$ cat src/rtl/audio_transmit.sv
// audio_transmit: buffers 16-bit audio samples in a 4-deep FIFO and sends
// each one as a framed serial word (sclk/mosi/active), MSB first.  A frame is
// a setup half-period, sixteen sclk pulses, a hold half-period and then an
// inter-frame gap.  This gives 33*CLK_DIV cycles of active_out high, followed
// by at least GAP_CYCLES cycles low.
module audio_transmit #(
    parameter int CLK_DIV    = 4,
    parameter int GAP_CYCLES = 4
) (
    input  logic        clk_25mhz,
    input  logic        reset_n,
    input  logic        enable,
    input  logic [15:0] audio_in,
    input  logic        audio_valid,
    output logic        audio_ready,
    output logic        sclk_out,
    output logic        mosi_out,
    output logic        active_out,
    output logic        frame_done,
    output logic [2:0]  fifo_level
);

    typedef enum logic [2:0] {
        IDLE,
        SETUP,
        SHIFT,
        HOLD,
        GAP
    } state_t;

    // Terminal counts for the shared cycle counter.  The gap terminal is
    // GAP_CYCLES-2 because leaving GAP and starting the next frame from IDLE
    // together use two of the GAP_CYCLES low cycles.
    localparam logic [7:0] DIV_LAST = 8'(CLK_DIV - 1);
    localparam logic [7:0] GAP_LAST = 8'(GAP_CYCLES - 2);

    logic [15:0] fifo_mem [4];
    logic [1:0]  wr_ptr;
    logic [1:0]  rd_ptr;
    logic        push;
    logic        pop;

    state_t      state;
    logic [7:0]  div_cnt;
    logic [4:0]  rise_cnt;
    logic [15:0] shift_reg;

    assign audio_ready = (fifo_level < 3'd4);
    assign push        = audio_valid && audio_ready;
    assign pop         = (state == IDLE) && enable && (fifo_level != 3'd0);

    // Sample storage.  It needs no reset because the pointers and the level
    // decide which entries are meaningful.
    always_ff @(posedge clk_25mhz) begin
        if (push) begin
            fifo_mem[wr_ptr] <= audio_in;
        end
    end

    // FIFO pointers and occupancy.  A simultaneous push and pop leaves the level unchanged.
    always_ff @(posedge clk_25mhz or negedge reset_n) begin
        if (!reset_n) begin
            wr_ptr     <= 2'd0;
            rd_ptr     <= 2'd0;
            fifo_level <= 3'd0;
        end else begin
            if (push) begin
                wr_ptr <= wr_ptr + 2'd1;
            end
            if (pop) begin
                rd_ptr <= rd_ptr + 2'd1;
            end
            case ({push, pop})
                2'b10:   fifo_level <= fifo_level + 3'd1;
                2'b01:   fifo_level <= fifo_level - 3'd1;
                default: fifo_level <= fifo_level;
            endcase
        end
    end

    // Frame sequencer: every serial output is registered here so the receiver sees no glitches.
    always_ff @(posedge clk_25mhz or negedge reset_n) begin
        if (!reset_n) begin
            state      <= IDLE;
            div_cnt    <= 8'd0;
            rise_cnt   <= 5'd0;
            shift_reg  <= 16'd0;
            sclk_out   <= 1'b0;
            mosi_out   <= 1'b0;
            active_out <= 1'b0;
            frame_done <= 1'b0;
        end else begin
            frame_done <= 1'b0;
            case (state)
                IDLE: begin
                    sclk_out <= 1'b0;
                    div_cnt  <= 8'd0;
                    if (pop) begin
                        shift_reg  <= fifo_mem[rd_ptr];
                        mosi_out   <= fifo_mem[rd_ptr][15];
                        active_out <= 1'b1;
                        rise_cnt   <= 5'd0;
                        state      <= SETUP;
                    end else begin
                        active_out <= 1'b0;
                        mosi_out   <= 1'b0;
                    end
                end

                SETUP: begin
                    if (div_cnt == DIV_LAST) begin
                        div_cnt  <= 8'd0;
                        sclk_out <= 1'b1;
                        rise_cnt <= 5'd1;
                        state    <= SHIFT;
                    end else begin
                        div_cnt <= div_cnt + 8'd1;
                    end
                end

                SHIFT: begin
                    if (div_cnt == DIV_LAST) begin
                        div_cnt <= 8'd0;
                        if (sclk_out) begin
                            // Falling edge: present the next bit.  After the
                            // sixteenth bit, stop without another rising edge.
                            sclk_out <= 1'b0;
                            if (rise_cnt == 5'd16) begin
                                state <= HOLD;
                            end else begin
                                shift_reg <= {shift_reg[14:0], 1'b0};
                                mosi_out  <= shift_reg[14];
                            end
                        end else begin
                            sclk_out <= 1'b1;
                            rise_cnt <= rise_cnt + 5'd1;
                        end
                    end else begin
                        div_cnt <= div_cnt + 8'd1;
                    end
                end

                HOLD: begin
                    if (div_cnt == DIV_LAST) begin
                        div_cnt    <= 8'd0;
                        active_out <= 1'b0;
                        mosi_out   <= 1'b0;
                        frame_done <= 1'b1;
                        state      <= GAP;
                    end else begin
                        div_cnt <= div_cnt + 8'd1;
                    end
                end

                GAP: begin
                    if (div_cnt == GAP_LAST) begin
                        div_cnt <= 8'd0;
                        state   <= IDLE;
                    end else begin
                        div_cnt <= div_cnt + 8'd1;
                    end
                end

                default: begin
                    state      <= IDLE;
                    div_cnt    <= 8'd0;
                    sclk_out   <= 1'b0;
                    mosi_out   <= 1'b0;
                    active_out <= 1'b0;
                end
            endcase
        end
    end

endmodule

$ cat config.mk
export PLATFORM = sky130hd
export DESIGN_NAME = audio_transmit
export DESIGN_NICKNAME = d
export VERILOG_FILES = /design/src/rtl/audio_transmit.sv
export SDC_FILE = /design/constraint.sdc
export NUM_CORES = 1
export LEC_CHECK = 0
export CELL_PAD_IN_SITES_DETAIL_PLACEMENT = 1
export CELL_PAD_IN_SITES_GLOBAL_PLACEMENT = 2
export CORE_ASPECT_RATIO = 1.4
export CORE_MARGIN = 4
export CORE_UTILIZATION = 46
export DETAILED_ROUTE_END_ITERATION = 8
export GPL_TIMING_DRIVEN = 0
export HOLD_SLACK_MARGIN = 0.1
export PLACE_DENSITY = 0.88
export SYNTH_ARGS = -nofsm -noshare
export SYNTH_HDL_FRONTEND = slang
export SYNTH_SLANG_ARGS = --single-unit
$ cat constraint.sdc
create_clock -name clk_25mhz -period 3.65 [get_ports clk_25mhz]
set_input_delay 0.73 -clock clk_25mhz [delete_from_list [all_inputs] [get_ports clk_25mhz]]
set_output_delay 0.73 -clock clk_25mhz [all_outputs]
set_load 0.05 [all_outputs]
== Word level (Yosys, flattened, before mapping) ==
Memory sizes are Yosys's and may differ from the RTL's.
Index checks and enable logic that the tools add are counted.
Operators by class
  add/subtract/negate cells: 6
  multiplexer cells: 38
  magnitude comparators: 1
  bitwise operators: 3
  equality and inequality tests: 18
  reduce and logical (&&, ||, !) cells: 18
Operators with widths (count)
  $mux W15: 4
  $pmux W15 S2: 1
  $mux W3: 7
  $mux W5: 4
  $ne A2 B2 Y1 const B: 9
  $eq A8 B2 Y1 const B: 2
  $mux W8: 2
  $pmux W8 S2: 1
  $pmux W3 S5: 1
  $pmux W5 S3: 1
  $reduce_and A5 Y1: 3
  $mux W1: 13
  $add A8 B1 Y8 const B: 1
  $reduce_and A7 Y1: 1
  $eq A3 B2 Y1 const B: 2
  $pmux W1 S3: 2
  $pmux W3 S2: 1
  $reduce_bool A3 Y1: 2
  $reduce_or A3 Y1: 2
  $add A5 B1 Y5 const B: 1
  $eq A5 B5 Y1 const B: 1
  $add A2 B1 Y2 const B: 2
  $pmux W1 S4: 1
  $reduce_bool A2 Y1: 2
  13 further kinds: 18
Word-level totals
  memory bits (writable): 64
  memories: 1
  input port bits: 20
  logic and storage cells: 96
  output and inout bits: 8
  register bits: 42
Memories
  fifo_mem: words 4, bits a word 16, read ports 1, clocked after memory_dff 0, wr ports 1, RTL line 37  | logic [15:0] fifo_mem [4];

== Logic depth before layout (Yosys ltp) ==
  depth in word-level cells: 5
  mapped depth: 9

== Worst setup path before layout ==
No wires, ideal clock.
  kind: register -> register
  start: reg fifo_level[2]
  end: reg fifo_level[2]
  library setup time: 0.139 ns
  data required time: 3.511 ns
  arrival time: 2.211 ns
  stages on the path, launching flop included: 9
  path slack: 1.299 ns
  cell sequence: dfrtp_1 > o31ai_1 > nor4_2 > ha_1 > inv_1 > fa_1 > xor2_1 > nor2_1 > xnor2_1
Between the ends
  longest elaborated chain between the ends: 4
Ends and longest elaborated chain
  from (decl): RTL line 20  | output logic [2:0] fifo_level
  from (signal assigned): RTL line 74  | 2'b10: fifo_level <= fifo_level + 3'd1;
  from (signal assigned): RTL line 75  | 2'b01: fifo_level <= fifo_level - 3'd1;
  from (signal assigned): RTL line 76  | default: fifo_level <= fifo_level;
  $reduce_bool A3 Y1 (*): RTL line 50  | assign pop = (state == IDLE) && enable && (fifo_level != 3'd0);
  $logic_and A1 B1 Y1 (*): RTL line 50
  via pop: RTL line 41  | logic pop;
  $eq A2 B1 Y1 / $eq A2 B2 Y1 (equally long branches): RTL line 73  | case ({push, pop})
  $pmux W3 S2 / $reduce_bool A2 Y1 (equally long branches)
The timed path passes the listed nets; every way through them passes the cells marked *.
A chain may end at the register's enable or synchronous reset.

== Worst setup path after layout ==
  start: in enable
  end: reg fifo_level[2]
Between the ends
  longest elaborated chain between the ends: 4
Ends and longest elaborated chain
  from (decl): RTL line 12  | input logic enable,
  $logic_and A1 B1 Y1 (*) (2 in series): RTL line 50
  via pop: RTL line 41
  $eq A2 B1 Y1 / $eq A2 B2 Y1 (equally long branches): RTL line 73
  $pmux W3 S2 / $reduce_bool A2 Y1 (equally long branches)
Marks and branches as above.

==> results.sh <==
export IMPL_status="completed"
export IMPL_insertion_delay_ns=0.35
export IMPL_yosysTopAreaCell="edfxtp_1"
export IMPL_cts_tree="yes"
export IMPL_rsz0062_at_grt="false"
export IMPL_synth_seq_cells=106
export IMPL_start_kind="input port"
export IMPL_routed_wl_mm=8.98
export IMPL_wl_per_cell_um=18.7
export IMPL_swShare=0.275
export IMPL_netlist_area_leader_share=0.420
export IMPL_die_height_um=126
export IMPL_via_per_inst=5.49
export IMPL_cts_resized=0
export IMPL_die_area_mm2=0.0116
export IMPL_critPathKind="in -> reg"
export IMPL_antenna_found_initial=0
export IMPL_grt_overflow=0
export IMPL_grt_pass1_wl_mm=15.0
export IMPL_synth_warning_count=0
export IMPL_grt_pass1_vias=2920
export IMPL_clk_path_buf_depth=2
export IMPL_power_mw=2.81
export IMPL_period_share=0.801
export IMPL_cp_arrival_ns=3.20
export IMPL_synth_edf_count=64
export IMPL_post_cts_buffers=0
export IMPL_diodes=0
export IMPL_synthTopCellsByArea="edfxtp_1 (42%), dfrtp_1 (23%), mux4_2 (7.9%)"
export IMPL_synth_nets=333
export IMPL_hpwlAfterDp_mm=6.10
export IMPL_pin_count=28
export IMPL_p_int_mw=2.04
export IMPL_rows=42
export IMPL_period_needed_ns=2.92
export IMPL_grt_usage=0.169
export IMPL_ys_seq_area_frac=0.650
export IMPL_ys_flop_type="edfxtp_1"
export IMPL_cts_sinks=106
export IMPL_synth_area_mm2=0.00458
export IMPL_slew_headroom=0.407
export IMPL_whs_ns=0.353
export IMPL_max_freq_mhz=342
export IMPL_cts_clk_slew_worst_paths_ns=0.08
export IMPL_crit_buf_inv=2
export IMPL_drc=0
export IMPL_layout_nets=372
export IMPL_slew_violations=0
export IMPL_cp_max_fo=6
export IMPL_first_iter_violations=124
export IMPL_fillCellCount=930
export IMPL_synth_async_reset_ratio=0.396
export IMPL_path_cells="clkdlybuf4s50_1, o31ai_1, nor4_2, ha_1, inv_1, fa_1, xor2_1, nor2_1, xnor2_1"
export IMPL_syn_inst=303
export IMPL_setup_viol=0
export IMPL_cp_slowest_cell="nor4_2"
export IMPL_core_area_mm2=0.00956
export IMPL_critical_path_required_ns=3.93
export IMPL_dr_pass1_iters=4
export IMPL_crit_family="simple AND/OR/NAND/NOR gates"
export IMPL_fin_setup_tns_ns=0
export IMPL_syn_area_per_cell_um2=15.1
export IMPL_area_growth_pct=16.6
export IMPL_largest_reg_flops=64
export IMPL_start_util=0.479
export IMPL_die_x_um=92.3
export IMPL_finClkSkew_ns=0.00593
export IMPL_io_buffers=27
export IMPL_maxCapViolCount=0
export IMPL_placed_area_mm2=0.00503
export IMPL_cts_root_buf="clkbuf_16"
export IMPL_stdcell_area_mm2=0.00534
export IMPL_hold_class="in -> async"
export IMPL_combPwrFrac=0.137
export IMPL_gp_congestion=0.764
export IMPL_drive_gt1_frac=0.159
export IMPL_tightest_slew_ns=0.890
export IMPL_cp_slowest_stage_delay_ns=0.68
export IMPL_cts_made_buffers=9
export IMPL_netlist_cell_type_count=52
export IMPL_cts_htree_levels=3
export IMPL_ff_latch_area_mm2=0.00297
export IMPL_grt_max_degree=24
export IMPL_detail_route_antenna_nets=0
export IMPL_num_vias=2628
export IMPL_p_leak_nw=2.00
export IMPL_pwr_share_seq=0.518
export IMPL_power_density_mw_per_mm2=527
export IMPL_peakVddDrop_mv=0.340
export IMPL_multiInputGateArea_mm2=0.00147
export IMPL_cts_hold_buf=0
export IMPL_clock_power_share=0.345
export IMPL_finalHoldViolations=0
export IMPL_end_kind="register"
export IMPL_p_sw_mw=0.772
## cell families after synthesis
logic type	after synthesis	share of synthesized area
compound gates	51	0.0864
xor+xnor	13	0.0249
fa+ha+maj	10	0.0290
buf+inv	32	0.0295
flops	106	0.650
mux	22	0.0932
simple gates	69	0.0875
## cell type report
type                       instances  share of cell area
timing repair buffer              28              0.0549
clock buffer                       9              0.0422
multi-input combinational        165               0.275
clock inverter                     7              0.0143
buffer                            15              0.0134
inverter                          17              0.0120
tap                              132              0.0309
sequential                       106               0.557
## worst register-to-register path, stage by stage, from the launching register on
cell and delay, ns:
dfrtp_1 0.41, o31ai_1 0.18, nor4_2 0.68, ha_1 0.32, inv_1 0.07, fa_1 0.38, xor2_1 0.15, nor2_1 0.11
xnor2_1 0.12
## cell usage in the layout, fill, tap and decap left out, types with 2 or more instances in the layout
master | Yosys | layout
o211ai_1 | 4 | 4
edfxtp_1 | 64 | 64
buf_2 | 6 | 7
mux4_2 | 16 | 16
clkdlybuf4s50_1 | 0 | 26
a2bb2oi_1 | 14 | 14
nor2_1 | 16 | 16
inv_8 | 0 | 3
inv_1 | 17 | 17
xnor2_1 | 5 | 5
inv_6 | 0 | 2
a21oi_1 | 3 | 3
nand3_1 | 13 | 13
nand2_1 | 13 | 13
clkbuf_1 | 7 | 7
and3_1 | 3 | 3
and2_1 | 5 | 5
nand4_1 | 2 | 2
mux2i_1 | 4 | 4
xor2_1 | 8 | 8
dfrtp_1 | 42 | 42
clkbuf_16 | 0 | 9
nor2b_1 | 3 | 3
o21ai_0 | 4 | 4
ha_1 | 9 | 9
o22ai_1 | 15 | 15
## cell usage after synthesis (2+ instances only)
library cell  number
a21oi_1            3
a2bb2oi_1         14
and2_1             5
and3_1             3
buf_2              6
clkbuf_1           7
dfrtp_1           42
edfxtp_1          64
ha_1               9
inv_1             17
mux2i_1            4
mux4_2            16
nand2_1           13
nand3_1           13
nand4_1            2
nor2_1            16
nor2b_1            3
o211ai_1           4
o21ai_0            4
o22ai_1           15
xnor2_1            5
xor2_1             8
## layer usage
layer	up-vias	routed length (um)	GRT usage
li1	1227	-	-
met1	1353	3760	0.210
met2	36	4840	0.287
met3	12	178	0.0221
met4	0	195	0.0857
met5	-	0	0
## final timing paths
| check | depth (start not counted) | from | slack [ns] | to |
|---|---|---|---|---|
| worst max-delay path | 9 | enable | 0.73 | fifo_level[2] |
| worst min-delay path | 1 | reset_n | 0.35 | fifo_level[2] |
| worst max register to register | 8 | fifo_level[0] | 1.14 | fifo_level[2] |
| worst min register to register | 1 | fifo_level[0] | 0.53 | fifo_level[0] |
| max in group asynchronous | 2 | reset_n | 2.80 | shift_reg[8] |
| min in group clk_25mhz | 1 | fifo_level[0] | 0.53 | fifo_level[0] |
## per-stage QoR
step	utilization	std cells	setup WS, ns
after floorplan	-	303	1.30
after global placement	0.524	462	0.485
after detailed placement	0.526	463	0.369
after CTS	0.558	479	0.735
after global routing	0.558	479	0.567
final	0.558	479	0.725
## power groups by stage
| stage | Combinational, mW | Sequential, mW | Clock, mW |
|---|---|---|---|
| after floorplan | 0.183 | 1.53 | 0 |
| after global placement | 0.373 | 1.48 | 0 |
| after detailed placement | 0.393 | 1.49 | 0 |
| after CTS | 0.395 | 1.46 | 0.993 |
| final | 0.385 | 1.46 | 0.970 |
| after global routing | 0.418 | 1.47 | 1.05 |
Power figures use the tool's default switching activity.
